<file path="src/rtl/regfile_ctrl_pkg.sv">
// regfile_ctrl shared definitions: opcodes, field positions,
// shift codes, sequencer states and ALU operation select.
package regfile_ctrl_pkg;

  localparam logic [2:0] OPC_MOV = 3'b110;
  localparam logic [2:0] OPC_ALU = 3'b101;

  localparam logic [1:0] OP_MOVR = 2'b00;
  localparam logic [1:0] OP_MOVI = 2'b10;
  localparam logic [1:0] OP_ADD  = 2'b00;
  localparam logic [1:0] OP_CMP  = 2'b01;
  localparam logic [1:0] OP_AND  = 2'b10;
  localparam logic [1:0] OP_MVN  = 2'b11;

  localparam int OPC_LSB = 13;
  localparam int OP_LSB  = 11;
  localparam int RN_LSB  = 8;
  localparam int RD_LSB  = 5;
  localparam int SH_LSB  = 3;
  localparam int RM_LSB  = 0;

  typedef enum logic [1:0] {
    SH_PASS,
    SH_LSL,
    SH_LSR,
    SH_ASR
  } sh_e;

  typedef enum logic [2:0] {
    S_WAIT,
    S_DECODE,
    S_READ,
    S_EXEC,
    S_WB
  } state_e;

  typedef enum logic [2:0] {
    ALU_MOV,
    ALU_ADD,
    ALU_SUB,
    ALU_AND,
    ALU_MVN
  } alu_op_e;

  typedef struct packed {
    logic z;
    logic n;
    logic v;
  } flags_t;

endpackage

</file>
<file path="src/rtl/regfile_ctrl_if.sv">
// Instruction handshake plus register-file port bundle.
// slave: the sequencer; master: the host and register file.
interface regfile_ctrl_if;
  logic [15:0] instr;
  logic        instr_valid;
  logic        instr_ready;
  logic [2:0]  reg_a;
  logic [2:0]  reg_b;
  logic [15:0] out_a;
  logic [15:0] out_b;
  logic [2:0]  reg_w;
  logic        write;
  logic [15:0] data_out;
  logic [2:0]  flags;
  logic        done;
  logic        err;

  modport slave (
    input  instr, instr_valid, out_a, out_b,
    output instr_ready, reg_a, reg_b, reg_w,
    output write, data_out, flags, done, err
  );

  modport master (
    output instr, instr_valid, out_a, out_b,
    input  instr_ready, reg_a, reg_b, reg_w,
    input  write, data_out, flags, done, err
  );
endinterface

</file>
<file path="src/rtl/ctrl_alu.sv">
// Combinational shifter, ALU and compare-flag generator
// for the register-file sequencer.
module ctrl_alu
  import regfile_ctrl_pkg::*;
(
  input  logic [15:0] a,
  input  logic [15:0] b,
  input  sh_e         sh,
  input  alu_op_e     op,
  output logic [15:0] y,
  output flags_t      f
);

  logic [15:0] bs;
  logic [15:0] diff;

  always_comb begin
    bs = b;
    unique case (sh)
      SH_PASS: bs = b;
      SH_LSL:  bs = {b[14:0], 1'b0};
      SH_LSR:  bs = {1'b0, b[15:1]};
      SH_ASR:  bs = {b[15], b[15:1]};
      default: bs = b;
    endcase
  end

  assign diff = a - bs;

  always_comb begin
    y = bs;
    unique case (op)
      ALU_MOV: y = bs;
      ALU_ADD: y = a + bs;
      ALU_SUB: y = diff;
      ALU_AND: y = a & bs;
      ALU_MVN: y = ~bs;
      default: y = bs;
    endcase
  end

  // overflow: operand signs differ and result sign left a's sign
  always_comb begin
    f.z = (diff == 16'h0000);
    f.n = diff[15];
    f.v = (a[15] ^ bs[15]) & (diff[15] ^ a[15]);
  end

endmodule

</file>
<file path="src/rtl/regfile_ctrl.sv">
// Multi-cycle instruction sequencer driving an 8x16 register
// file: decode, operand read, execute, single write-back.
module regfile_ctrl
  import regfile_ctrl_pkg::*;
(
  input logic           clk,
  input logic           reset,
  regfile_ctrl_if.slave bus
);

  state_e      state, nxt;
  logic [15:0] ir;
  logic [15:0] opa, opb;
  logic [15:0] dout;
  logic [2:0]  rw;
  flags_t      flg;

  logic [2:0]  opc;
  logic [1:0]  op;
  logic        is_movi, is_movr, is_alu;
  logic        is_cmp, illegal;
  alu_op_e     aop;
  logic [15:0] alu_y;
  flags_t      alu_f;

  assign opc     = ir[OPC_LSB +: 3];
  assign op      = ir[OP_LSB +: 2];
  assign is_movi = (opc == OPC_MOV) && (op == OP_MOVI);
  assign is_movr = (opc == OPC_MOV) && (op == OP_MOVR);
  assign is_alu  = (opc == OPC_ALU);
  assign is_cmp  = is_alu && (op == OP_CMP);
  assign illegal = !(is_movi || is_movr || is_alu);

  always_comb begin
    aop = ALU_MOV;
    unique case (1'b1)
      is_alu && (op == OP_ADD): aop = ALU_ADD;
      is_cmp:                   aop = ALU_SUB;
      is_alu && (op == OP_AND): aop = ALU_AND;
      is_alu && (op == OP_MVN): aop = ALU_MVN;
      default:                  aop = ALU_MOV;
    endcase
  end

  ctrl_alu u_alu (
    .a  (opa),
    .b  (opb),
    .sh (sh_e'(ir[SH_LSB +: 2])),
    .op (aop),
    .y  (alu_y),
    .f  (alu_f)
  );

  always_ff @(posedge clk) begin
    if (reset) state <= S_WAIT;
    else       state <= nxt;
  end

  always_comb begin
    nxt = state;
    unique case (state)
      S_WAIT:   if (bus.instr_valid) nxt = S_DECODE;
      S_DECODE: begin
        unique case (1'b1)
          is_movi: nxt = S_WB;
          illegal: nxt = S_WAIT;
          default: nxt = S_READ;
        endcase
      end
      S_READ:   nxt = S_EXEC;
      S_EXEC:   nxt = is_cmp ? S_WAIT : S_WB;
      S_WB:     nxt = S_WAIT;
      default:  nxt = S_WAIT;
    endcase
  end

  // reset clears everything, so an aborted op never writes or flags
  always_ff @(posedge clk) begin
    if (reset) begin
      ir   <= '0;
      opa  <= '0;
      opb  <= '0;
      dout <= '0;
      rw   <= '0;
      flg  <= '0;
    end else begin
      if (state == S_WAIT && bus.instr_valid)
        ir <= bus.instr;
      if (state == S_DECODE && is_movi) begin
        dout <= {{8{ir[7]}}, ir[7:0]};
        rw   <= ir[RN_LSB +: 3];
      end
      if (state == S_READ) begin
        opa <= bus.out_a;
        opb <= bus.out_b;
      end
      if (state == S_EXEC) begin
        if (is_cmp) begin
          flg <= alu_f;
        end else begin
          dout <= alu_y;
          rw   <= ir[RD_LSB +: 3];
        end
      end
    end
  end

  always_comb begin
    bus.instr_ready = (state == S_WAIT);
    bus.write       = (state == S_WB);
    bus.done        = (state == S_WB)
                   || (state == S_EXEC && is_cmp)
                   || (state == S_DECODE && illegal);
    bus.err         = (state == S_DECODE) && illegal;
    bus.reg_a       = ir[RN_LSB +: 3];
    bus.reg_b       = ir[RM_LSB +: 3];
    bus.reg_w       = rw;
    bus.data_out    = dout;
    bus.flags       = flg;
  end

endmodule

</file>
<file path="src/flat_wrapper.sv">
// flat-port wrapper written by rule: the top's interface ports become plain ports
module regfile_ctrl_flat import regfile_ctrl_pkg::*;
  (clk, reset, bus_instr, bus_instr_valid, bus_out_a, bus_out_b, bus_instr_ready, bus_reg_a, bus_reg_b, bus_reg_w, bus_write, bus_data_out, bus_flags, bus_done, bus_err);
  regfile_ctrl_if bus_i ();
  input logic clk;
  input logic reset;
  input wire logic [$bits(bus_i.instr)-1:0] bus_instr;
  input wire logic [$bits(bus_i.instr_valid)-1:0] bus_instr_valid;
  input wire logic [$bits(bus_i.out_a)-1:0] bus_out_a;
  input wire logic [$bits(bus_i.out_b)-1:0] bus_out_b;
  output wire logic [$bits(bus_i.instr_ready)-1:0] bus_instr_ready;
  output wire logic [$bits(bus_i.reg_a)-1:0] bus_reg_a;
  output wire logic [$bits(bus_i.reg_b)-1:0] bus_reg_b;
  output wire logic [$bits(bus_i.reg_w)-1:0] bus_reg_w;
  output wire logic [$bits(bus_i.write)-1:0] bus_write;
  output wire logic [$bits(bus_i.data_out)-1:0] bus_data_out;
  output wire logic [$bits(bus_i.flags)-1:0] bus_flags;
  output wire logic [$bits(bus_i.done)-1:0] bus_done;
  output wire logic [$bits(bus_i.err)-1:0] bus_err;
  assign bus_i.instr = bus_instr;
  assign bus_i.instr_valid = bus_instr_valid;
  assign bus_i.out_a = bus_out_a;
  assign bus_i.out_b = bus_out_b;
  assign bus_instr_ready = bus_i.instr_ready;
  assign bus_reg_a = bus_i.reg_a;
  assign bus_reg_b = bus_i.reg_b;
  assign bus_reg_w = bus_i.reg_w;
  assign bus_write = bus_i.write;
  assign bus_data_out = bus_i.data_out;
  assign bus_flags = bus_i.flags;
  assign bus_done = bus_i.done;
  assign bus_err = bus_i.err;
  regfile_ctrl u_core (.clk(clk), .reset(reset), .bus(bus_i));
endmodule
</file>
<file path="config.mk">
export PLATFORM = sky130hd
export DESIGN_NAME = regfile_ctrl_flat
export DESIGN_NICKNAME = d
export VERILOG_FILES = /design/src/rtl/regfile_ctrl_pkg.sv /design/src/rtl/regfile_ctrl_if.sv /design/src/rtl/ctrl_alu.sv /design/src/rtl/regfile_ctrl.sv /design/src/flat_wrapper.sv
export SDC_FILE = /design/constraint.sdc
export NUM_CORES = 1
export LEC_CHECK = 0
export BUFFER_PORTS_ARGS = -buffer_cell sky130_fd_sc_hd__buf_2
export CAP_MARGIN = 40
export CORE_AREA = 2 2 104 106
export CTS_CLUSTER_SIZE = 25
export DETAILED_ROUTE_END_ITERATION = 8
export DIE_AREA = 0 0 106 108
export GPL_ROUTABILITY_DRIVEN = 0
export GPL_TIMING_DRIVEN = 1
export PLACE_DENSITY = 0.88
export SKIP_LAST_GASP = 1
export SLEW_MARGIN = 20
export SYNTH_ARGS = -nofsm -noshare
export SYNTH_HDL_FRONTEND = slang
export SYNTH_HIERARCHICAL = 1
export SYNTH_SLANG_ARGS = --single-unit
</file>
<file path="constraint.sdc">
create_clock -name clk -period 4.5 [get_ports clk]
set_input_delay 0.45 -clock clk [delete_from_list [all_inputs] [get_ports clk]]
set_output_delay 0.45 -clock clk [all_outputs]
set_load 0.01 [all_outputs]
</file>
# Word level (Yosys, flattened, before mapping)
# Cells that the tools add are included.
dict set report totals {
  reg_bits 73
  in_bits 51
  output_inout_bits 32
}
dict set report classes {
  n_addsub 2
  n_eq_ne 17
  n_mux 13
  bitwise_logic 5
  n_reduce_logical 20
}
# cell n
set ops {}
lappend ops {{$pmux 16 s4} 2}
lappend ops {{$mux 16} 3}
lappend ops {{$pmux 3 s4} 2}
lappend ops {{$add 16x16->16} 1}
lappend ops {{$and 16x16->16} 1}
lappend ops {{$logic_not 16->1} 1}
lappend ops {{$not 16->16} 1}
lappend ops {{$sub 16x16->16} 1}
lappend ops {{$mux 3} 5}
lappend ops {{$eq 3x2->1 const B} 4}
lappend ops {{$eq 3x3->1 const B} 4}
lappend ops {{$logic_and 1x1->1} 10}
lappend ops {{$eq 2x2->1 const B} 4}
lappend ops {{$eq 3x1->1 const B} 2}
lappend ops {{$pmux 3 s2} 1}
lappend ops {{$eq 2x1->1 const B} 2}
lappend ops {{$logic_not 2->1} 2}
lappend ops {{$logic_or 1x1->1} 4}
lappend ops {{$logic_not 3->1} 1}
lappend ops {{$ne 2x2->1 const B} 1}
lappend ops {{$reduce_and 2->1} 1}
lappend ops {{$xor 1x1->1} 2}
lappend ops {{$and 1x1->1} 1}
lappend ops {{$logic_not 1->1} 1}

# Longest topological paths before layout
dict set report depth {
  ltp_word 7
  ltp_mapped 16
  mapped_depth_nobuf 14
}

# Cells and area by module
# The synthesis kept the hierarchy.
# module n_inst cells_each area_each_um2 seq_area_each_um2
set modules_own_cells {}
lappend modules_own_cells {regfile_ctrl 1 375 3131.8 1461.4}
lappend modules_own_cells {ctrl_alu 1 428 2830.2 0.0}

# Worst setup path after synthesis
# OpenSTA, ideal clock, no wires.
dict set report synth_timing {
  kind {reg-to-reg}
  startpoint {register u_core.ir[3]}
  endpoint {register u_core.flg (netlist bit u_core/bus.flags[2])}
  setup_time_ns 0.070
  arrival_time_ns 3.628
  setup_slack_ns 0.801
  stages_incl_launch_ff 16
  period_less_slack_ns 3.699
  path_cell_list {dfxtp_1 buf_2 buf_2 mux2i_1 o21ai_0 ha_1 buf_6 or4_4 or3_4 a21oi_4 o41a_4 xor2_2 nand4_1 nor4_2 nand4_1 a21oi_1}
}
# item line
set synth_rtl {}
lappend synth_rtl {{start, declared} regfile_ctrl.sv:12} ;# logic [15:0] ir;
lappend synth_rtl {{start signal, assigned} regfile_ctrl.sv:88} ;# ir <= bus.instr;
lappend synth_rtl {{end signal, assigned} regfile_ctrl.sv:99} ;# flg <= alu_f;
lappend synth_rtl {{end, declared} regfile_ctrl.sv:16} ;# flags_t flg;

# Worst setup path in the final report
dict set report layout_timing {
  startpoint {register u_core.ir[3]}
  endpoint {register u_core.dout[10] (netlist: u_core/bus.data_out[10])}
}
dict set report layout_via {
  elab_chain_cells 6
  elab_cells_between_ends 12
}
# item line
set layout_rtl {}
lappend layout_rtl {{$eq 2x2->1 (tied with other cells)} ctrl_alu.sv:19} ;# unique case (sh)
lappend layout_rtl {{$pmux 16 s4 *} ctrl_alu.sv:19}
lappend layout_rtl {{$sub 16x16->16 (tied with other cells)} ctrl_alu.sv:28} ;# assign diff = a - bs;
lappend layout_rtl {{$pmux 16 s4 *} ctrl_alu.sv:32} ;# unique case (op)
lappend layout_rtl {{via u_core.alu_y[10]} regfile_ctrl.sv:23} ;# logic [15:0] alu_y;
lappend layout_rtl {{$mux 16 *} regfile_ctrl.sv:98} ;# if (is_cmp) begin
lappend layout_rtl {{$mux 16 *} regfile_ctrl.sv:97} ;# if (state == S_EXEC) begin
lappend layout_rtl {{end signal, assigned} regfile_ctrl.sv:90} ;# dout <= {{8{ir[7]}}, ir[7:0]};
lappend layout_rtl {{end signal, assigned} regfile_ctrl.sv:101} ;# dout <= alu_y;
lappend layout_rtl {{end, declared} regfile_ctrl.sv:14} ;# logic [15:0] dout;
# Mark *: on every way through the listed nets, which the timed path passes. The rest lies on a longest branch.
# A chain may end at the register's enable or synchronous reset.

==> results.md <==
- Status: finished, final reports clean
- Mapped cell area: 0.00596 mm²
- Syn-to-layout area delta: 9.28%
- Synth top cells by count: nand2_1, a21oi_1, dfxtp_1, o21ai_0
- Final setup viols: 0
- Clk_lat worst skew: 0.37 ns
- Clock Tree Buf Depth: 2
- Top post-synthesis cells by area: dfxtp_1, nand2_1, ha_1, a21oi_1, o21ai_0
- Post-layout min period: 4.08 ns
- Reg2reg start: u_core/ir[3]
- Register area share after synthesis: 0.245
- Total leakage power: 2.52 nW
- Total CTS buffers: 9
- Core area: 0.0102 mm²
- Primary FF master, synth: dfxtp_1
- Share of layout cells above drive strength 1: 0.152
- Post-DP HPWL: 12.3 mm
- Asr flop ratio synth: 0
- Critical path, cell by cell: buf_4, mux2i_1, o21ai_0, ha_1, and2b_1, a211oi_1, o41ai_1, a21oi_1, xor2_1, and3_1, or3_1, a211oi_1, a311oi_1
- Initial antenna violation count: 0
- RSZ-0062 raised after global routing: false
- CP peak stage delay: 0.55 ns
- Crit path from: u_core/ir[3]
- Number of synthesized flops with an enable pin: 0
- Critical Path RT: 4.71 ns
- Root Buffer: clkbuf_8
- Vias in the first global route: 5586
- Worst reg2reg path depth: 13
- CP Launch Type: flop
- Dominant cell by count in the synthesized netlist: nand2_1
- Routed len/inst: 17.7 µm
- CP max-delay cell: o21ai_0
- Post-cts gate resize count: 0
- Drt total wl: 17.4 mm
- Peak VDD IR: 209 µV
- Part of the cycle the worst path needs: 0.906
- Hold Crit Class: in -> reg
- Hold-fix buffers, CTS: 0
- Post-CTS setup buffer count: 0
- Post-Syn Instances: 803
- Syn_area_per_cell: 7.42 µm²
- Worst path arrival time: 4.29 ns
- All-layer global routing usage: 0.303
- Die Y: 108 µm
- Slew @ Worst Pin: 0.822 ns
- Max Slew Vio Count: 0
- Netlist cell types: 75
- Slew margin rel.: 0.452
- DRC viols: 0
- Port Buffers: 82
- Sink Count: 73
- First-pass GRT wire length: 27.7 mm
- Synth warnings: 6
- Worst setup EP type: flop
- Chip width: 106 µm
- Synthesis-stage register bit count: 73
- Worst Path Buf+Inv: 1
- Drt first-iter violations: 840
- Yosys top cell by area: dfxtp_1
- Pwr Total: 1.39 mW
- Post-layout nets: 931
- FP Rows: 37
- N_diodes: 0
- Final Hold Viols: 0
- PD cells: 214 mW/mm²
- Fmax: 245 MHz
- Critical path depth: 13
- DIE AREA: 0.0114 mm²
- Proportion of netlist area held by the largest area contributor: 0.245
- Crit-path most repeated cell: a211oi_1
- Syn_nets: 893
- Largest net degree at the start of global routing: 56
- IO Pins: 83
- Hold Startpoint: bus_out_b[14]
- CTS H-tree lvls: 3
- Post-route antenna net violation count: 0
- Max Cap Violations: 0
- Setup CP Type: reg -> reg
- DR vias/cell: 6.45
- Clk slew on worst S/H paths: 0.09 ns
- Top delay family on crit path: compound AO/OA/AOI/OAI gates
- Crit Path Max Fanout: 15
- Hold Path Depth: 3
- Drt pass-1 iters: 8
- CTS tree: built
- Worst Skew: 0.0122 ns
- Vias: 6334
- Initial Util: 0.583
- TNS Setup: 0 ns
- Total gr overflow: 0
-- flip-flops by register name, summed over array words and instances (netlist names) --
| signal | count |
|---|---|
| u_core/bus.reg_w | 3 |
| u_core/opb | 16 |
| u_core/ir | 16 |
| u_core/bus.flags | 3 |
| u_core/bus.data_out | 16 |
| u_core/opa | 16 |
| u_core/state | 3 |
-- tightest hold or removal path: cells and delay by family --
family | cells | cell delay (ns)
and+or+nand+nor | 1 | 0.04
buffers and inverters | 1 | 0.09
AOI/OAI and AO/OA | 1 | 0.05
-- power breakdown --
| group | switching (mW) | total [mW] | leakage, nW | internal (mW) |
|---|---|---|---|---|
| Clock | 0.273 | 0.588 | 0.107 | 0.315 |
| Combinational | 0.0731 | 0.129 | 1.82 | 0.0555 |
| Sequential | 0.0186 | 0.675 | 0.591 | 0.656 |
-- layout by cell type (no fill, tap or decap), types with 5 or more instances in the layout --
cell / instances
a211oi_1: 26
a21oi_1: 89
a22oi_1: 8
a311oi_1: 18
a31oi_1: 8
and2_1: 5
buf_2: 82
buf_4: 14
clkbuf_8: 9
dfxtp_1: 73
ha_1: 37
inv_1: 37
mux2i_1: 19
nand2_1: 139
nand3_1: 18
nand4_1: 6
nor2_1: 32
nor2b_1: 7
nor3_1: 12
o211ai_1: 6
o21ai_0: 62
o221ai_1: 7
o22ai_1: 8
or3_1: 5
xnor2_1: 22
xor2_1: 9
-- per-stage QoR --
step	worst slack, ns	instance area (µm²)	hold slack, ns	utilization	cells
finish	0.423	6520	0.309	0.637	982
global route	0.203	6520	0.294	0.637	982
detailed placement	0.572	6300	0.465	0.616	966
floorplan	0.801	5960	0.446	-	803
global placement	0.707	6280	0.456	0.614	965
CTS	0.498	6520	0.300	0.637	982
-- routing by layer --
layer / track usage / part of all wire / vias to the layer above
met2: 0.459 / 0.43 / 391
met1: 0.415 / 0.42 / 2908
li1: - / - / 2970
met3: 0.0657 / 0.11 / 65
met4: 0.134 / 0.041 / 0
met5: 0 / 0 / -
-- final timing paths --
kind / slack, ns / endpoint
min reg2reg: 0.47 / u_core/bus.flags[1]
max reg2reg: 0.42 / u_core/bus.data_out[10]
min: 0.31 / u_core/opb[14]
max: 0.42 / u_core/bus.data_out[10]
-- logic make-up after synthesis --
logic type / Yosys count / share of synthesized area
AOI/OAI and AO/OA: 273 / 0.293
xor gates and xnor gates: 32 / 0.0483
adders and majority gates: 39 / 0.0844
buffers and inverters: 108 / 0.0867
DFF: 73 / 0.245
muxes: 20 / 0.0338
and+or+nand+nor: 258 / 0.209
-- area by class of cell --
cell class | instances | area [µm²]
Tap cell | 136 | 170
Fill cell | 902 | 3720
Sequential cell | 73 | 1460
Multi-Input combinational cell | 622 | 3990
Inverter | 38 | 143
Timing Repair Buffer | 97 | 531
Clock buffer | 10 | 128
Clock inverter | 6 | 90.1
(Power assumes the default switching activity.)
